<file path="src/rtl/alu_seq_pkg.sv">
// Shared types and widths for the ALU/register-file command sequencer.
package alu_seq_pkg;

    typedef enum logic [1:0] {
        ST_IDLE = 2'd0,
        ST_RR   = 2'd1,
        ST_EX   = 2'd2,
        ST_WB   = 2'd3
    } seq_state_t;

    localparam int ADDR_W_DEF = 5;
    localparam int OP_W_DEF   = 4;
    localparam int FLAG_W     = 4;

    // Buffered command word, MSB first: {a, b, w, op, we}
    typedef struct packed {
        logic [ADDR_W_DEF-1:0] a;
        logic [ADDR_W_DEF-1:0] b;
        logic [ADDR_W_DEF-1:0] w;
        logic [OP_W_DEF-1:0]   op;
        logic                  we;
    } cmd_t;

    function automatic int cmd_width(input int addr_w, input int op_w);
        return 3 * addr_w + op_w + 1;
    endfunction

endpackage

</file>
<file path="src/rtl/alu_seq_fifo.sv">
// Synchronous command FIFO; pointers carry one extra wrap bit to tell full from empty.
module alu_seq_fifo #(
    parameter int DEPTH = 4,
    parameter int WIDTH = 20
) (
    input  logic             clk,
    input  logic             rst,
    input  logic             push,
    input  logic             pop,
    input  logic [WIDTH-1:0] din,
    output logic [WIDTH-1:0] dout,
    output logic             full,
    output logic             empty
);
    localparam int IDX_W = $clog2(DEPTH);
    localparam int PTR_W = IDX_W + 1;

    logic [WIDTH-1:0] mem [DEPTH];
    logic [PTR_W-1:0] wr_ptr;
    logic [PTR_W-1:0] rd_ptr;
    logic             do_push;
    logic             do_pop;

    assign do_push = push && !full;
    assign do_pop  = pop && !empty;
    assign empty   = (wr_ptr == rd_ptr);
    assign full    = (wr_ptr[IDX_W-1:0] == rd_ptr[IDX_W-1:0]) &&
                     (wr_ptr[PTR_W-1] != rd_ptr[PTR_W-1]);
    assign dout    = mem[rd_ptr[IDX_W-1:0]];

    always_ff @(posedge clk or negedge rst) begin
        if (!rst) begin
            wr_ptr <= '0;
            rd_ptr <= '0;
        end else begin
            if (do_push) wr_ptr <= wr_ptr + 1'b1;
            if (do_pop)  rd_ptr <= rd_ptr + 1'b1;
        end
    end

    always_ff @(posedge clk) begin
        if (do_push) mem[wr_ptr[IDX_W-1:0]] <= din;
    end

endmodule

</file>
<file path="src/rtl/alu_regs_sequencer.sv">
// Buffers ALU commands and runs each as RR -> EX -> WB with per-phase enable strobes.
// Optional ALU_SEQ_STEP_EN: phases advance only on rising edges of a synchronised step input.
//
// state | meaning
// IDLE  | no command in flight; pops the buffer head when one is present
// RR    | register read, rr_en high
// EX    | ALU execute, f_en high
// WB    | write-back, wb_en high if the command's we is set; done on last cycle
module alu_regs_sequencer
    import alu_seq_pkg::*;
#(
    parameter int FIFO_DEPTH = 4,
    parameter int ADDR_W     = ADDR_W_DEF,
    parameter int OP_W       = OP_W_DEF,
    parameter int PHASE_CYC  = 1
) (
    input  logic              clk,
    input  logic              rst,
`ifdef ALU_SEQ_STEP_EN
    input  logic              step,
`endif
    input  logic              cmd_valid,
    output logic              cmd_ready,
    input  logic [ADDR_W-1:0] cmd_a,
    input  logic [ADDR_W-1:0] cmd_b,
    input  logic [ADDR_W-1:0] cmd_w,
    input  logic [OP_W-1:0]   cmd_op,
    input  logic              cmd_we,
    output logic [ADDR_W-1:0] R_Addr_A,
    output logic [ADDR_W-1:0] R_Addr_B,
    output logic [ADDR_W-1:0] W_Addr,
    output logic [OP_W-1:0]   ALU_OP,
    output logic              rr_en,
    output logic              f_en,
    output logic              wb_en,
    input  logic [FLAG_W-1:0] FR,
    output logic [FLAG_W-1:0] flags_q,
    output logic              busy,
    output logic              done
);
    localparam int CMD_W = cmd_width(ADDR_W, OP_W);
    localparam int CNT_W = (PHASE_CYC > 1) ? $clog2(PHASE_CYC) : 1;
    localparam logic [CNT_W-1:0] CNT_LOAD = CNT_W'(PHASE_CYC - 1);

    seq_state_t        state;
    logic [CNT_W-1:0]  phase_cnt;
    logic              we_q;
    logic              wb_first;
    logic              go;
    logic              phase_end;
    logic              pop;
    logic              fifo_full;
    logic              fifo_empty;
    logic [CMD_W-1:0]  fifo_din;
    logic [CMD_W-1:0]  fifo_dout;
    logic [ADDR_W-1:0] head_a;
    logic [ADDR_W-1:0] head_b;
    logic [ADDR_W-1:0] head_w;
    logic [OP_W-1:0]   head_op;
    logic              head_we;

`ifdef ALU_SEQ_STEP_EN
    localparam bit STEP_MODE = 1'b1;
    logic step_meta;
    logic step_sync;
    logic step_prev;

    always_ff @(posedge clk or negedge rst) begin
        if (!rst) begin
            step_meta <= 1'b0;
            step_sync <= 1'b0;
            step_prev <= 1'b0;
        end else begin
            step_meta <= step;
            step_sync <= step_meta;
            step_prev <= step_sync;
        end
    end

    assign go = step_sync && !step_prev;
`else
    localparam bit STEP_MODE = 1'b0;
    assign go = 1'b1;
`endif

    // In step mode a phase lasts until the next step edge; the cycle counter is idle.
    localparam bit DONE_ON_ENTRY = STEP_MODE || (PHASE_CYC == 1);

    assign phase_end = STEP_MODE ? go : (phase_cnt == '0);

    assign fifo_din = {cmd_a, cmd_b, cmd_w, cmd_op, cmd_we};
    assign head_a   = fifo_dout[CMD_W-1 -: ADDR_W];
    assign head_b   = fifo_dout[CMD_W-1-ADDR_W -: ADDR_W];
    assign head_w   = fifo_dout[OP_W+1 +: ADDR_W];
    assign head_op  = fifo_dout[1 +: OP_W];
    assign head_we  = fifo_dout[0];

    // full decodes straight from the pointer flops, so ready has no path from cmd_valid
    assign cmd_ready = !fifo_full;
    assign busy      = (state != ST_IDLE) || !fifo_empty;
    assign pop       = !fifo_empty &&
                       (((state == ST_IDLE) && go) || ((state == ST_WB) && phase_end));

    alu_seq_fifo #(
        .DEPTH (FIFO_DEPTH),
        .WIDTH (CMD_W)
    ) u_fifo (
        .clk   (clk),
        .rst   (rst),
        .push  (cmd_valid && cmd_ready),
        .pop   (pop),
        .din   (fifo_din),
        .dout  (fifo_dout),
        .full  (fifo_full),
        .empty (fifo_empty)
    );

    always_ff @(posedge clk or negedge rst) begin
        if (!rst) begin
            state     <= ST_IDLE;
            phase_cnt <= '0;
            rr_en     <= 1'b0;
            f_en      <= 1'b0;
            wb_en     <= 1'b0;
            done      <= 1'b0;
            we_q      <= 1'b0;
            wb_first  <= 1'b0;
            R_Addr_A  <= '0;
            R_Addr_B  <= '0;
            W_Addr    <= '0;
            ALU_OP    <= '0;
            flags_q   <= '0;
        end else begin
            done <= 1'b0;
            if (STEP_MODE) begin
                rr_en <= 1'b0;
                f_en  <= 1'b0;
                wb_en <= 1'b0;
            end
            if (pop) begin
                R_Addr_A <= head_a;
                R_Addr_B <= head_b;
                W_Addr   <= head_w;
                ALU_OP   <= head_op;
                we_q     <= head_we;
            end
            if (wb_first) begin
                flags_q  <= FR;
                wb_first <= 1'b0;
            end
            case (state)
                ST_IDLE: begin
                    if (pop) begin
                        state     <= ST_RR;
                        phase_cnt <= CNT_LOAD;
                        rr_en     <= 1'b1;
                    end
                end
                ST_RR: begin
                    if (phase_end) begin
                        state     <= ST_EX;
                        phase_cnt <= CNT_LOAD;
                        rr_en     <= 1'b0;
                        f_en      <= 1'b1;
                    end else if (!STEP_MODE) begin
                        phase_cnt <= phase_cnt - 1'b1;
                    end
                end
                ST_EX: begin
                    if (phase_end) begin
                        state     <= ST_WB;
                        phase_cnt <= CNT_LOAD;
                        f_en      <= 1'b0;
                        wb_en     <= we_q;
                        done      <= DONE_ON_ENTRY;
                        wb_first  <= 1'b1;
                    end else if (!STEP_MODE) begin
                        phase_cnt <= phase_cnt - 1'b1;
                    end
                end
                ST_WB: begin
                    if (phase_end) begin
                        wb_en <= 1'b0;
                        if (pop) begin
                            state     <= ST_RR;
                            phase_cnt <= CNT_LOAD;
                            rr_en     <= 1'b1;
                        end else begin
                            state <= ST_IDLE;
                        end
                    end else if (!STEP_MODE) begin
                        phase_cnt <= phase_cnt - 1'b1;
                        if (phase_cnt == CNT_W'(1)) done <= 1'b1;
                    end
                end
                default: state <= ST_IDLE;
            endcase
        end
    end

endmodule

</file>
<file path="config.mk">
export PLATFORM = sky130hd
export DESIGN_NAME = alu_regs_sequencer
export DESIGN_NICKNAME = d
export VERILOG_FILES = /design/src/rtl/alu_seq_pkg.sv /design/src/rtl/alu_seq_fifo.sv /design/src/rtl/alu_regs_sequencer.sv
export SDC_FILE = /design/constraint.sdc
export NUM_CORES = 1
export LEC_CHECK = 0
export BUFFER_PORTS_ARGS = -buffer_cell sky130_fd_sc_hd__clkbuf_2
export CORE_MARGIN = 4
export CORE_UTILIZATION = 40
export CTS_BUF_LIST = sky130_fd_sc_hd__clkbuf_8
export DETAILED_ROUTE_END_ITERATION = 6
export GPL_TIMING_DRIVEN = 1
export HOLD_SLACK_MARGIN = 0.15
export MAX_ROUTING_LAYER = met4
export PLACE_DENSITY_LB_ADDON = 0.25
export SYNTH_ARGS = -nofsm -noshare
export SYNTH_HDL_FRONTEND = slang
export SYNTH_SLANG_ARGS = --single-unit
</file>
<file path="constraint.sdc">
create_clock -name clk -period 4.7 [get_ports clk]
set_clock_uncertainty 0.1 [all_clocks]
set_input_delay 0.235 -clock clk [delete_from_list [all_inputs] [get_ports clk]]
set_output_delay 0.235 -clock clk [all_outputs]
set_load 0.02 [all_outputs]
</file>
# Yosys cells after proc, flatten, opt, wreduce, memory -nomap -nowiden
# Memory sizes are Yosys's and may differ from the RTL's. A register that Yosys moved wholly into a read port is not among the register bits.
# Index checks and enable logic that the tools add are counted.
[word_totals]
ramBits = 80
output_inout_bits = 29
elab_cells = 69
ff_bits = 18
memories = 1
inputBits = 27
[memory_table]
columns = ["name", "depth", "width", "read_ports", "rd_ports_with_merged_regs", "write_ports", "line", "source"]
rows = [
  ["u_fifo.mem", 4, 20, 1, 1, 1, "alu_seq_fifo.sv:18", "logic [WIDTH-1:0] mem [DEPTH];"],
]
[op_classes]
eq_ne = 10
add_sub_neg = 3
n_mux = 23
reduce_logical = 21
n_bitwise = 1
[ops]
columns = ["operator", "n"]
rows = [
  ["$mux 1", 13],
  ["$reduce_and 3->1", 3],
  ["$mux 2", 4],
  ["$pmux 1 s2", 4],
  ["$pmux 2 s4", 1],
  ["$add 3x1->3 const B", 2],
  ["$logic_and 1x1->1", 6],
  ["$ne 2x2->1 const B", 3],
  ["$reduce_bool 2->1", 3],
  ["$eq 2x2->1 const B", 2],
  ["$reduce_and 4->1", 1],
  ["$eq 3x3->1", 1],
  ["$logic_not 1->1", 3],
  ["$pmux 1 s3", 1],
  ["$reduce_bool 3->1", 1],
  ["$reduce_or 3->1", 1],
  ["$eq 2x1->1 const B", 1],
  ["$eq 2x2->1", 1],
  ["$logic_not 2->1", 1],
  ["$logic_or 1x1->1", 2],
  ["$ne 2x1->1 const B", 1],
  ["$ne 1x1->1", 1],
  ["$not 1->1", 1],
  ["$sub 1x1->1 const B", 1],
]

# Logic depth before layout (Yosys ltp)
[depth]
depth_word = 7
mapped_depth = 8
mapped_depth_nobuf = 6

# Modules after synthesis
# From an unflattened synthesis, not the netlist that was laid out.
[hier_totals]
hier_cells = 236
area_unflattened_um2 = 4718.3
[by_module_without_submodules]
columns = ["module", "seq_area_each_um2", "instances", "cells_per_inst", "area_each_um2"]
rows = [
  ["alu_seq_fifo", 2552.4, 1, 154, 3397.0],
  ["alu_regs_sequencer", 775.7, 1, 82, 1321.3],
]

# Worst setup path after synthesis
# Ideal clock, no wire load.
[synth_path]
path_type = "flip-flop to flip-flop"
startpoint = "register u_fifo.rd_ptr[0]"
endpoint = "memory u_fifo.mem[3][0] (enable)"
period_less_slack_ps = 2099
arrival_time_ps = 1619
setup_ps = 380
path_slack_ps = 2601
path_stages_with_launch = 5
path_buffers = 1
t_required_ps = 4220
cell_sequence = "dfrtp_1 -> buf_2 -> xnor2_1 -> a31oi_1 -> and2_1"
[synth_between]
elab_chain_len = 7
[synth_lines]
columns = ["item", "line", "source"]
rows = [
  ["start, declared", "alu_seq_fifo.sv:20", "logic [PTR_W-1:0] rd_ptr;"],
  ["start signal, assigned", "alu_seq_fifo.sv:37", "if (do_pop) rd_ptr <= rd_ptr + 1'b1;"],
  ["$eq 2x2->1 *", "alu_seq_fifo.sv:27", "assign full = (wr_ptr[IDX_W-1:0] == rd_ptr[IDX_W-1:0]) &&"],
  ["$logic_and 1x1->1 *", "alu_seq_fifo.sv:27", ""],
  ["$logic_not 1->1 *", "alu_seq_fifo.sv:24, alu_regs_sequencer.sv:99", ""],
  ["$logic_and 1x1->1", "alu_regs_sequencer.sv:110", ".push (cmd_valid && cmd_ready),"],
  ["$logic_and 1x1->1 *", "alu_seq_fifo.sv:24", "assign do_push = push && !full;"],
  ["$mux 1 *", "alu_seq_fifo.sv:42", "if (do_push) mem[wr_ptr[IDX_W-1:0]] <= din;"],
  ["$mux 1 (not written as such) *", "alu_seq_fifo.sv:42", ""],
  ["end, declared", "alu_seq_fifo.sv:18", ""],
]
# Every way passes the cells marked *; elsewhere a longest branch is shown, timed or not.

# Final worst setup path
[layout_path]
startpoint = "register u_fifo.wr_ptr[0]"
endpoint = "memory u_fifo.mem[3][9] (enable)"
[layout_between]
elab_chain_len = 7
[layout_lines]
columns = ["item", "line", "source"]
rows = [
  ["start, declared", "alu_seq_fifo.sv:19", "logic [PTR_W-1:0] wr_ptr;"],
  ["start signal, assigned", "alu_seq_fifo.sv:36", "if (do_push) wr_ptr <= wr_ptr + 1'b1;"],
  ["$eq 2x2->1", "alu_seq_fifo.sv:27", ""],
  ["$logic_and 1x1->1", "alu_seq_fifo.sv:27", ""],
  ["$logic_not 1->1", "alu_seq_fifo.sv:24, alu_regs_sequencer.sv:99", ""],
  ["$logic_and 1x1->1", "alu_regs_sequencer.sv:110", ""],
  ["$logic_and 1x1->1", "alu_seq_fifo.sv:24", ""],
  ["$mux 1", "alu_seq_fifo.sv:42", ""],
  ["$mux 1 (not written as such)", "alu_seq_fifo.sv:42", ""],
]
# Several ways; a longest one is shown, not always the timed one.

==> results.yml <==
run_status:
  status: "finished clean"
synthesis:
  synth_top_area_share_pct: 52.8
  synth.distinct_cells: 27
  yosys_warnings: 0
  syn_avg_cell_area_um2: 20.6
  synth_fp_nets: 259
  synth_area_mm2: 0.00455
  synth_area_leaders: "edfxtp_1 53%, dfrtp_1 20%, mux4_2 9.9%, mux2_4 5.3%, ha_1 3.0%"
  ys_seq_elements: 116
  synth_cells: 221
  ys_seq_area_share_pct: 72.6
  synth_area_leader_cell: "edfxtp_1"
worst_setup_path:
  rrSetupSlack_ps: 2170
  cpPeakStageDelay_ps: 860
  reg2reg_depth: 4
  start_kind: "register"
  worstSetupEndpointType: "register"
  path_class: "register to register"
  cp_max_fo: 19
  slowest_stage: "and2_1"
  path_cells: "xnor2_1 -> a31oi_1 -> and2_1 -> buf_4"
  arrival_ps: 2560
  critPathRequiredTime_ps: 4730
clock_network:
  root_buffer: "clkbuf_8"
  clkSlewWorstSetupHoldPaths_ps: 70
  clock_latency_ps: 410
  tritoncts: "built"
  cts_resized: 0
  htree_levels: 4
  cts_buffers: 17
  cts.sinks: 116
  clockBufferDepth: 2
die:
  die_y_um: 115
  fp-row-count: 38
  dieArea_mm2: 0.0131
  initial_core_util_pct: 41.4
  io_pins: 56
  core_mm2: 0.0110
  fp.dieW_um: 115
global_route:
  grt_overflow: 0
  grt_max_degree: 37
  antenna_found_initial: 0
  grt.total_usage_pct: 13.5
  grt_pass1_wl_um: 12700
  grt_pass1_vias: 2447
hold_path:
  holdCritPathClass: "input pin to register"
  hold_path_depth: 4
sta:
  fmax_mhz: 395
  tns_ps: 0
  fin_crit_sh_pct: 53.9
  slew_violations: 0
  rsz0062_at_grt: "false"
  setup_violations: 0
  slew_headroom_pct: 25.3
  hold_viol_final: 0
  hold_slack_ps: 189
  period_minus_slack_ps: 2530
  worst_pin_slew_ps: 1120
cells_and_area:
  layout_common_cells: "80 x edfxtp_1, 55 x clkbuf_2, 35 x dfrtp_1"
  layout_commonest_cell: "edfxtp_1"
  antenna_cells: 0
  layout.nets: 353
  drive_gt1_share_pct: 41.8
  syn2layout_area_growth_pct: 23.6
power_and_ir_drop:
  clockPowerShare_pct: 22.9
  ir_drop_uv: 373
  power.share.switching_pct: 33.2
  power_frac_comb_pct: 38.5
  p_seq_share_pct: 38.5
  p_leak_nw: 2.20
  powerDensity_mw_per_mm2: 734
  p_sw_mw: 1.37
  p_int_mw: 2.76
routing:
  vias_per_cell: 4.81
  drt_pass1_iterations: 4
  wirelength_um: 7930
  dr.first_iter.drc_count: 91
  postRouteAntennaNets: 0
  vias: 2252
  wl_per_cell_um: 16.9
  drc_errors: 0
place:
  portBuffers: 55
  hpwlAfterDp_um: 4780
  gp_congestion: 0.763
flow_run:
  maxCapViolCount: 0
## metal layers
metal / share of wire (%) / track usage, % / vias to the layer above
li1: - / - / 1046
met1: 43 / 15.8 / 1158
met2: 52 / 22.2 / 44
met3: 4.0 / 4.60 / 4
met4: 0.72 / 4.04 / 0
met5: 0 / - / -
## cell families after synthesis
logic type,Yosys count,share of synthesized area [%]
xor+xnor,9,1.73
simple gates,14,1.57
buf+inv,16,2.15
flops,116,72.6
mux,46,17.6
fa+ha+maj,11,3.03
compound gates,9,1.24
## path summary, 6_finish.rpt
path                                  start                to
max                        u_fifo.wr_ptr[0]  u_fifo.mem[3][9]
min                               cmd_valid  u_fifo.wr_ptr[0]
max reg2reg                u_fifo.wr_ptr[0]  u_fifo.mem[3][9]
min reg2reg                u_fifo.wr_ptr[2]  u_fifo.wr_ptr[2]
max in group asynchronous               rst  u_fifo.rd_ptr[0]
min in group asynchronous               rst        flags_q[3]
## cells in the mapped netlist
| master | count |
|---|---|
| ha_1 | 11 |
| edfxtp_1 | 80 |
| and2_1 | 4 |
| mux2i_1 | 1 |
| a21oi_1 | 3 |
| dfrtp_1 | 36 |
| a22oi_1 | 1 |
| a31oi_1 | 1 |
| mux2_2 | 9 |
| nand2_1 | 5 |
| xnor2_1 | 4 |
| nor2b_1 | 1 |
| nor2_1 | 1 |
| mux2_4 | 16 |
| inv_1 | 7 |
| buf_8 | 1 |
| clkbuf_1 | 2 |
| mux4_2 | 20 |
| o31a_1 | 1 |
| o221ai_1 | 1 |
| o21ai_0 | 2 |
| nor3_1 | 1 |
| nand3b_1 | 1 |
| buf_2 | 3 |
| nand3_1 | 1 |
| buf_6 | 3 |
| xor2_1 | 5 |
## power groups by stage
stage	Clock [mW]	Combinational [mW]	Sequential, mW
5_1_grt	1.02	1.74	1.63
3_5_place_dp	0	1.62	1.61
6_report	0.947	1.59	1.59
3_3_place_gp	0	1.59	1.60
2_1_floorplan	0	1.15	1.73
4_1_cts	0.969	1.64	1.60
## registers in the layout, summed over array words and instances (netlist names)
signal / cells
ALU_OP: 4
wb_en: 1
done: 1
u_fifo.mem: 80
W_Addr: 5
R_Addr_B: 5
f_en: 1
flags_q: 4
rr_en: 1
R_Addr_A: 5
u_fifo.rd_ptr: 3
u_fifo.wr_ptr: 3
state: 2
we_q: 1
## cell type report
type                    instances  area [um^2]
fillers                       922         5360
flip-flops and latches        116         3300
multi-input cells              89         1150
repair buffers                 84          556
clock buffers                  17          234
clock inverters                15          179
well taps                     140          175
inverters                       7         26.3
## critical path: cells and delay by family, from the launching register on
kind,cells,cell delay [ps]
and+or+nand+nor,1,860
DFF,1,440
AOI/OAI and AO/OA,1,430
buffers and inverters,1,250
xor gates and xnor gates,1,170
## what timing repair did
item                                   4_1_cts  5_1_grt
buffers inserted                             0        0
endpoints found under the hold margin      120        0
hold buffers                                25        0
## per-stage QoR
stage	setup slack [ps]	instances	power, mW	utilization, %	cell area [um^2]
6_report	2170	468	4.13	51.2	5620
5_1_grt	1940	468	4.38	51.2	5620
4_1_cts	2120	468	4.20	51.2	5620
3_5_place_dp	2140	411	3.23	45.1	4960
3_3_place_gp	2190	411	3.19	45.1	4960
2_1_floorplan	2600	221	2.87	-	4550
No activity file was read; power rests on OpenSTA's default activity.
